[config.mk]
export PLATFORM = sky130hd
export DESIGN_NAME = ws2812_tx
export DESIGN_NICKNAME = d
export VERILOG_FILES = /design/src/rtl/ws2812_tx_pkg.sv /design/src/rtl/ws2812_tx.sv
export SDC_FILE = /design/constraint.sdc
export NUM_CORES = 1
export LEC_CHECK = 0
export BUFFER_PORTS_ARGS = -buffer_cell sky130_fd_sc_hd__buf_2
export CORE_UTILIZATION = 60
export DETAILED_ROUTE_END_ITERATION = 8
export GPL_TIMING_DRIVEN = 1
export PLACE_DENSITY = 0.81
export SLEW_MARGIN = 20
export SYNTH_ARGS = -nofsm -noshare
export SYNTH_HDL_FRONTEND = slang
export SYNTH_SLANG_ARGS = --single-unit
[constraint.sdc]
create_clock -name clk -period 3.75 [get_ports clk]
set_input_delay 0.75 -clock clk [delete_from_list [all_inputs] [get_ports clk]]
set_output_delay 0.75 -clock clk [all_outputs]
set_load 0.01 [all_outputs]
[src/rtl/ws2812_tx_pkg.sv]
// Shared constants for the WS2812 transmitter: FSM state encoding, default
// 50 MHz bit timing, and the GRB field layout used by the colour lookup stage.
package ws2812_tx_pkg;

    // FSM state encoding
    localparam logic [1:0] ST_IDLE  = 2'd0;
    localparam logic [1:0] ST_BIT   = 2'd1;
    localparam logic [1:0] ST_LATCH = 2'd2;

    // Default timing in clk cycles at 50 MHz
    localparam int DEF_T0H_CYC  = 18;     // 0.35 us
    localparam int DEF_T1H_CYC  = 35;     // 0.70 us
    localparam int DEF_TBIT_CYC = 63;     // 1.26 us
    localparam int DEF_TRES_CYC = 15000;  // 300 us

    // Pixel word layout, G first on the wire
    localparam int PIX_W     = 24;
    localparam int GRB_G_MSB = 23;
    localparam int GRB_G_LSB = 16;
    localparam int GRB_R_MSB = 15;
    localparam int GRB_R_LSB = 8;
    localparam int GRB_B_MSB = 7;
    localparam int GRB_B_LSB = 0;

    // Counter width large enough to hold the longer of the bit and latch periods
    function automatic int cnt_width(input int a, input int b);
        return $clog2((a > b) ? a : b);
    endfunction

endpackage

[src/rtl/ws2812_tx.sv]
// WS2812B-style serial transmitter. Accepts one GRB word (or a latch command)
// per valid/ready handshake, shifts the word out MSB-first as pulse-width-coded
// bits on dout, and on command holds dout low for the latch period.
module ws2812_tx
    import ws2812_tx_pkg::*;
#(
    parameter int T0H_CYC    = DEF_T0H_CYC,
    parameter int T1H_CYC    = DEF_T1H_CYC,
    parameter int TBIT_CYC   = DEF_TBIT_CYC,
    parameter int TRES_CYC   = DEF_TRES_CYC,
    parameter int DATA_WIDTH = PIX_W
) (
    input  logic                  clk,
    input  logic                  reset,
    input  logic [DATA_WIDTH-1:0] data,
    input  logic                  cmd_latch,
    input  logic                  valid,
    output logic                  ready,
    output logic                  dout,
    output logic                  done
);

    localparam int CNT_W = cnt_width(TBIT_CYC, TRES_CYC);

    localparam logic [CNT_W-1:0] T0H       = CNT_W'(T0H_CYC);
    localparam logic [CNT_W-1:0] T1H       = CNT_W'(T1H_CYC);
    localparam logic [CNT_W-1:0] TBIT_LAST = CNT_W'(TBIT_CYC - 1);
    localparam logic [CNT_W-1:0] TRES_LAST = CNT_W'(TRES_CYC - 1);
    localparam logic [4:0]       LAST_BIT  = 5'(DATA_WIDTH - 1);

    // Reject timing that cannot produce distinguishable 0/1 pulses
    if (!(T0H_CYC > 0 && T0H_CYC < T1H_CYC && T1H_CYC < TBIT_CYC && TRES_CYC >= 2)) begin : g_bad_timing
        $error("ws2812_tx: timing parameters out of range");
    end

    // The word layout must match the colour lookup stage's GRB packing
    if (DATA_WIDTH != PIX_W || GRB_G_MSB != DATA_WIDTH - 1 || GRB_G_LSB != GRB_R_MSB + 1 ||
        GRB_R_LSB != GRB_B_MSB + 1 || GRB_B_LSB != 0) begin : g_bad_layout
        $error("ws2812_tx: pixel word layout mismatch");
    end

    logic [1:0]            state_q, state_d;
    logic [CNT_W-1:0]      cyc_q, cyc_d;
    logic [4:0]            bit_idx_q, bit_idx_d;
    logic [DATA_WIDTH-1:0] shift_q, shift_d;
    logic                  dout_q, dout_d;
    logic                  done_q, done_d;

    logic                  accept;
    logic [CNT_W-1:0]      cyc_inc;
    logic [CNT_W-1:0]      th;

    assign ready   = (state_q == ST_IDLE);
    assign accept  = valid && ready;
    assign cyc_inc = cyc_q + 1'b1;
    // High time of the bit currently on the wire
    assign th      = shift_q[DATA_WIDTH-1] ? T1H : T0H;

    assign dout = dout_q;
    assign done = done_q;

    // Next-state logic; dout_d describes the line level for the cycle cyc_d refers to
    always_comb begin
        state_d   = state_q;
        cyc_d     = cyc_q;
        bit_idx_d = bit_idx_q;
        shift_d   = shift_q;
        dout_d    = dout_q;
        done_d    = 1'b0;

        case (state_q)
            ST_IDLE: begin
                dout_d = 1'b0;
                if (accept) begin
                    cyc_d = '0;
                    if (cmd_latch) begin
                        state_d = ST_LATCH;
                    end else begin
                        shift_d   = data;
                        bit_idx_d = '0;
                        dout_d    = 1'b1;
                        state_d   = ST_BIT;
                    end
                end
            end

            ST_BIT: begin
                if (cyc_q == TBIT_LAST) begin
                    cyc_d = '0;
                    if (bit_idx_q == LAST_BIT) begin
                        // The low tail of the last bit stretches into the idle cycle
                        dout_d  = 1'b0;
                        state_d = ST_IDLE;
                    end else begin
                        shift_d   = {shift_q[DATA_WIDTH-2:0], 1'b0};
                        bit_idx_d = bit_idx_q + 1'b1;
                        dout_d    = 1'b1;
                    end
                end else begin
                    cyc_d  = cyc_inc;
                    dout_d = (cyc_inc < th);
                end
            end

            ST_LATCH: begin
                dout_d = 1'b0;
                if (cyc_q == TRES_LAST) begin
                    cyc_d   = '0;
                    done_d  = 1'b1;
                    state_d = ST_IDLE;
                end else begin
                    cyc_d = cyc_inc;
                end
            end

            default: begin
                cyc_d   = '0;
                dout_d  = 1'b0;
                state_d = ST_IDLE;
            end
        endcase
    end

    // Control and line state; reset aborts any word or latch in progress
    always_ff @(posedge clk) begin
        if (reset) begin
            state_q   <= ST_IDLE;
            cyc_q     <= '0;
            bit_idx_q <= '0;
            dout_q    <= 1'b0;
            done_q    <= 1'b0;
        end else begin
            state_q   <= state_d;
            cyc_q     <= cyc_d;
            bit_idx_q <= bit_idx_d;
            dout_q    <= dout_d;
            done_q    <= done_d;
        end
    end

    // Pixel shifter; only meaningful while in BIT, so it needs no reset
    always_ff @(posedge clk) begin
        shift_q <= shift_d;
    end

endmodule

Word level (Yosys, flattened, before mapping)

Index checks and enable logic that the tools add are counted.

Equal/unequal tests: 11
Reduce and logical (&&, ||, !) cells: 6
Add/sub/neg operators: 2
Bitwise gates (word level): 1
Mux-type cells: 27
Order comparisons: 1

Operators with widths:

| cell                                                                    | count |
|---|---|
| 24-bit 2-to-1 mux                                                       | 4 |
| 24-bit one-hot mux with 2 select lines                                  | 1 |
| 14-bit 2-to-1 mux                                                       | 3 |
| 14-bit one-hot mux with 3 select lines                                  | 1 |
| 5-bit 2-to-1 mux                                                        | 4 |
| 14-bit by 1-bit adder with 14-bit output, second input constant         | 1 |
| 14-bit == test, second input constant                                   | 1 |
| 14-bit by 6-bit == test with 1-bit output, second input constant        | 1 |
| 14-bit by 6-bit less-than comparator with 1-bit output                  | 1 |
| 2-bit 2-to-1 mux                                                        | 5 |
| 2-bit inequality test, second input constant                            | 5 |
| 5-bit one-hot mux with 2 select lines                                   | 1 |
| 6-bit 2-to-1 mux                                                        | 1 |
| 2-bit one-hot mux with 3 select lines                                   | 1 |
| 5-bit by 1-bit adder with 5-bit output, second input constant           | 1 |
| 5-bit == test, second input constant                                    | 1 |
| 1-bit 2-to-1 mux                                                        | 5 |
| 5-bit AND reduction                                                     | 1 |
| 4-bit AND reduction                                                     | 1 |
| 2-bit by 1-bit == test with 1-bit output, second input constant         | 1 |
| 2-bit == test, second input constant                                    | 1 |
| 2-bit zero test                                                         | 1 |
| 2-bit by 1-bit inequality test with 1-bit output, second input constant | 1 |
| 1-bit one-hot mux with 2 select lines                                   | 1 |
| other kinds (4)                                                         | 4 |

Input port bits: 28
Output and inout bits: 3
Word-level logic and storage cells: 54
Register bits after elaboration: 47

Logic depth before layout (Yosys ltp)

Depth in word-level cells: 4
Depth in mapped cells: 10
Depth with buffers taken out: 9

Least setup slack after synthesis

Ideal clock, no wire load.

Path kind: flip-flop to flip-flop
Start: register cyc_q[0]
End: register dout_q (netlist: dout)
Slack: 1.396 ns
Data required time: 3.676 ns
Stages on the path, launching flop included: 9
Data arrival time: 2.280 ns
Library setup time: 0.074 ns
Path through: dfxtp_1 and2_1 clkbuf_1 nand4_1 xnor2_1 ha_1 or4_1 or4b_1 a31oi_1

Word-level cells in the longest chain between the ends: 4

Ends and longest elaborated chain:

| item                                                   | RTL line         | RTL |
|---|---|---|
| start: declaration                                     | ws2812_tx.sv:43  | `logic [CNT_W-1:0] cyc_q, cyc_d;` |
| start signal: assignment                               | ws2812_tx.sv:134 | `cyc_q <= cyc_d;` |
| 14-bit by 1-bit adder with 14-bit output               | ws2812_tx.sv:55  | `assign cyc_inc = cyc_q + 1'b1;` |
| 14-bit by 6-bit less-than comparator with 1-bit output | ws2812_tx.sv:101 | `dout_d = (cyc_inc < th);` |
| 1-bit 2-to-1 mux *                                     | ws2812_tx.sv:88  | `if (cyc_q == TBIT_LAST) begin` |
| 1-bit one-hot mux with 2 select lines *                | ws2812_tx.sv:71  | `case (state_q)` |
| end signal: assignment                                 | ws2812_tx.sv:136 | `dout_q <= dout_d;` |
| end: declaration                                       | ws2812_tx.sv:46  | `logic dout_q, dout_d;` |

Every way passes the cells marked *; elsewhere a longest branch is shown, timed or not.
A chain may end at the register's enable or synchronous reset.

Final worst setup path

Same ends and word-level chain as after synthesis.

==> impl_metrics.json <==
{
  "worstPathRequired_ns": 3.98,
  "peakVddDrop_mv": 0.297,
  "insertedDiodeCount": 0,
  "die_x_um": 66.8,
  "crit_chain": "ha_1 > and2_1 > nand2_1 > xnor2_1 > ha_1 > o21ai_0 > a21oi_1 > or4b_1 > a31oi_1",
  "ys.flop_type": "edfxtp_1",
  "numCtsBuffers": 5,
  "synthesis.nets": 285,
  "synthTopCellsByArea": "edfxtp_1, dfxtp_1, mux2_2",
  "wl_per_cell_um": 15.4,
  "yosys-top-cells-count": "edfxtp_1, dfxtp_1, mux2_2, nand2_1, nor2_1",
  "cts_tree": "done",
  "layout-area-overhead-vs-synth_pct": 9.34,
  "min_period_ns": 2.59,
  "async_reset_ff_frac": 0,
  "avgSynthCellArea_um2": 10.1,
  "nNetsFinal": 309,
  "cts_setup_buffers": 0,
  "synth_top_area_frac": 0.286,
  "slowest_stage": "or4b_1",
  "via_per_inst": 6.05,
  "die_area_mm2": 0.00446,
  "cts.sinks": 47,
  "vias": 1960,
  "yosys_warnings": 0,
  "place_congestion": 0.917,
  "syn_inst": 249,
  "io_pins": 31,
  "finalSetupViolCount": 0,
  "worst_path_largest_cell_delay_ns": 0.55,
  "ys_ff_latch": 47,
  "syn_area_mm2": 0.00252,
  "power_density_mw_per_mm2": 401,
  "synth.most_common_cell": "edfxtp_1",
  "power_mw": 1.10,
  "drive_above_1_share": 0.234,
  "skew_ns": 0.0116,
  "worstPathMaxFanout": 12,
  "post-route-period-util": 0.690,
  "dp_hpwl_um": 3510,
  "grt_pass1_vias": 1872,
  "drt_wl_total_um": 4990,
  "rows": 23,
  "criticalPathCategory": "reg2reg",
  "clock_latency_ns": 0.31,
  "antenna_found_initial": 0,
  "cp-start-kind": "flip-flop",
  "min_path_type": "reg2reg",
  "rsz0062_at_grt": "false",
  "slew_violations": 0,
  "timing.fmax_ghz": 0.387,
  "start_util": 0.625,
  "synth_top_cell_by_area": "edfxtp_1",
  "max_slew_margin": 0.555,
  "htreeDepth": 2,
  "die_h_um": 66.8,
  "p_leak_nw": 1.02,
  "overflow": 0,
  "finalHoldViolCount": 0,
  "postRouteAntennaNets": 0,
  "clk_pin_slew_worst_paths_ns": 0.09,
  "drt_iter0_drc": 151,
  "cts-resized-gates": 0,
  "synth_edf_count": 24,
  "drc": 0,
  "clk_path_buf_depth": 2,
  "outcome": "finished, final reports clean",
  "ys_seq_area_frac": 0.469,
  "fp.coreArea_mm2": 0.00403,
  "grt_max_degree": 31,
  "grt_pass1_wl_um": 8450,
  "finalSetupTns_ns": 0,
  "synth.distinct_cells": 45,
  "cts_hold_buf": 0,
  "worstMarginPinSlew_ns": 0.666,
  "numPortBuffers": 30,
  "first_pass_iters": 4,
  "crit_top_cell": "ha_1",
  "cp_data_arrival_time_ns": 2.82,
  "worstSetupEndpointType": "flip-flop",
  "root_buffer": "clkbuf_8",
  "track_usage": 0.258,
  "maxCapViolations": 0
}
## layout by cell type, fill, tap and decap left out, drive strengths merged, types with 2 or more instances in the layout
cell type	count
and3	3
mux2i	2
buf	32
xor2	3
and2	4
a21oi	14
mux2	23
nand2	21
nor2	17
ha	8
a31oi	7
nor2b	4
xnor2	3
nor3b	5
dfxtp	23
nand2b	3
clkbuf	6
o21ai	10
or3	3
edfxtp	24
and4	2
clkinv	2
a22oi	4
nand3	15
nand4	7
a21o	2
nor4b	2
inv	7
nor3	3
a41oi	2
nand4b	2
## worst max-delay path, delay by kind of cell, from the launching register on
kind,cells,cell delay (ns)
simple gates,3,0.83
compound gates,3,0.37
flops,1,0.43
xor+xnor,1,0.20
fa+ha+maj,2,0.68
## registers in the layout (all words and copies together), names as in the netlist
register / count
shift_q: 24
cyc_q: 14
bit_idx_q: 5
state_q: 2
done: 1
dout: 1
## through the flow
step                      instances  utilization  setup WS [ns]  cell area (um2)  hold WS, ns
after floorplan                 249            -           1.40             2520        0.473
after global placement          316        0.661           1.32             2660        0.489
after detailed placement        316        0.661           1.25             2660        0.504
after CTS                       324        0.684           1.20             2750        0.528
after global routing            324        0.684          0.939             2750        0.557
final                           324        0.684           1.16             2750        0.539
## per-layer routing
metal / routed length (um) / vias to the layer above / GRT usage
li1: - / 962 / -
met1: 2120 / 928 / 0.309
met2: 2430 / 57 / 0.428
met3: 309 / 13 / 0.0702
met4: 133 / 0 / 0.117
met5: 0 / - / 0
## final timing paths
check,startpoint,to,slack [ns],cells past startpoint
max,cyc_q[0],dout,1.16,9
min,cyc_q[1],cyc_q[1],0.54,2
max reg2reg,cyc_q[0],dout,1.16,9
min reg2reg,cyc_q[1],cyc_q[1],0.54,2
## cells by family (layout without fill, tap and decap cells)
group	after synthesis	after routing	share of synthesized area
AO/OA/AOI/OAI	44	44	0.105
adder cells (fa/ha/maj)	8	8	0.0397
AND/OR/NAND/NOR	97	97	0.211
XOR/XNOR	6	6	0.0209
buffers and inverters	22	47	0.0432
multiplexers	25	25	0.111
flip-flops	47	47	0.469
## power by group
group          internal (mW)  switching (mW)  leakage (nW)
registers              0.591          0.0115         0.409
clock network          0.134           0.178        0.0454
logic                 0.0828           0.107         0.564
total                  0.808           0.296          1.02
## area by class of cell
type | count | area (um2)
clock inverters | 2 | 17.5
well taps | 50 | 62.6
repair buffers | 32 | 165
fillers | 326 | 1270
flip-flops and latches | 47 | 1180
multi-input cells | 180 | 1230
inverters | 7 | 26.3
clock buffers | 6 | 72.6
No activity file was read; power rests on OpenSTA's default activity.
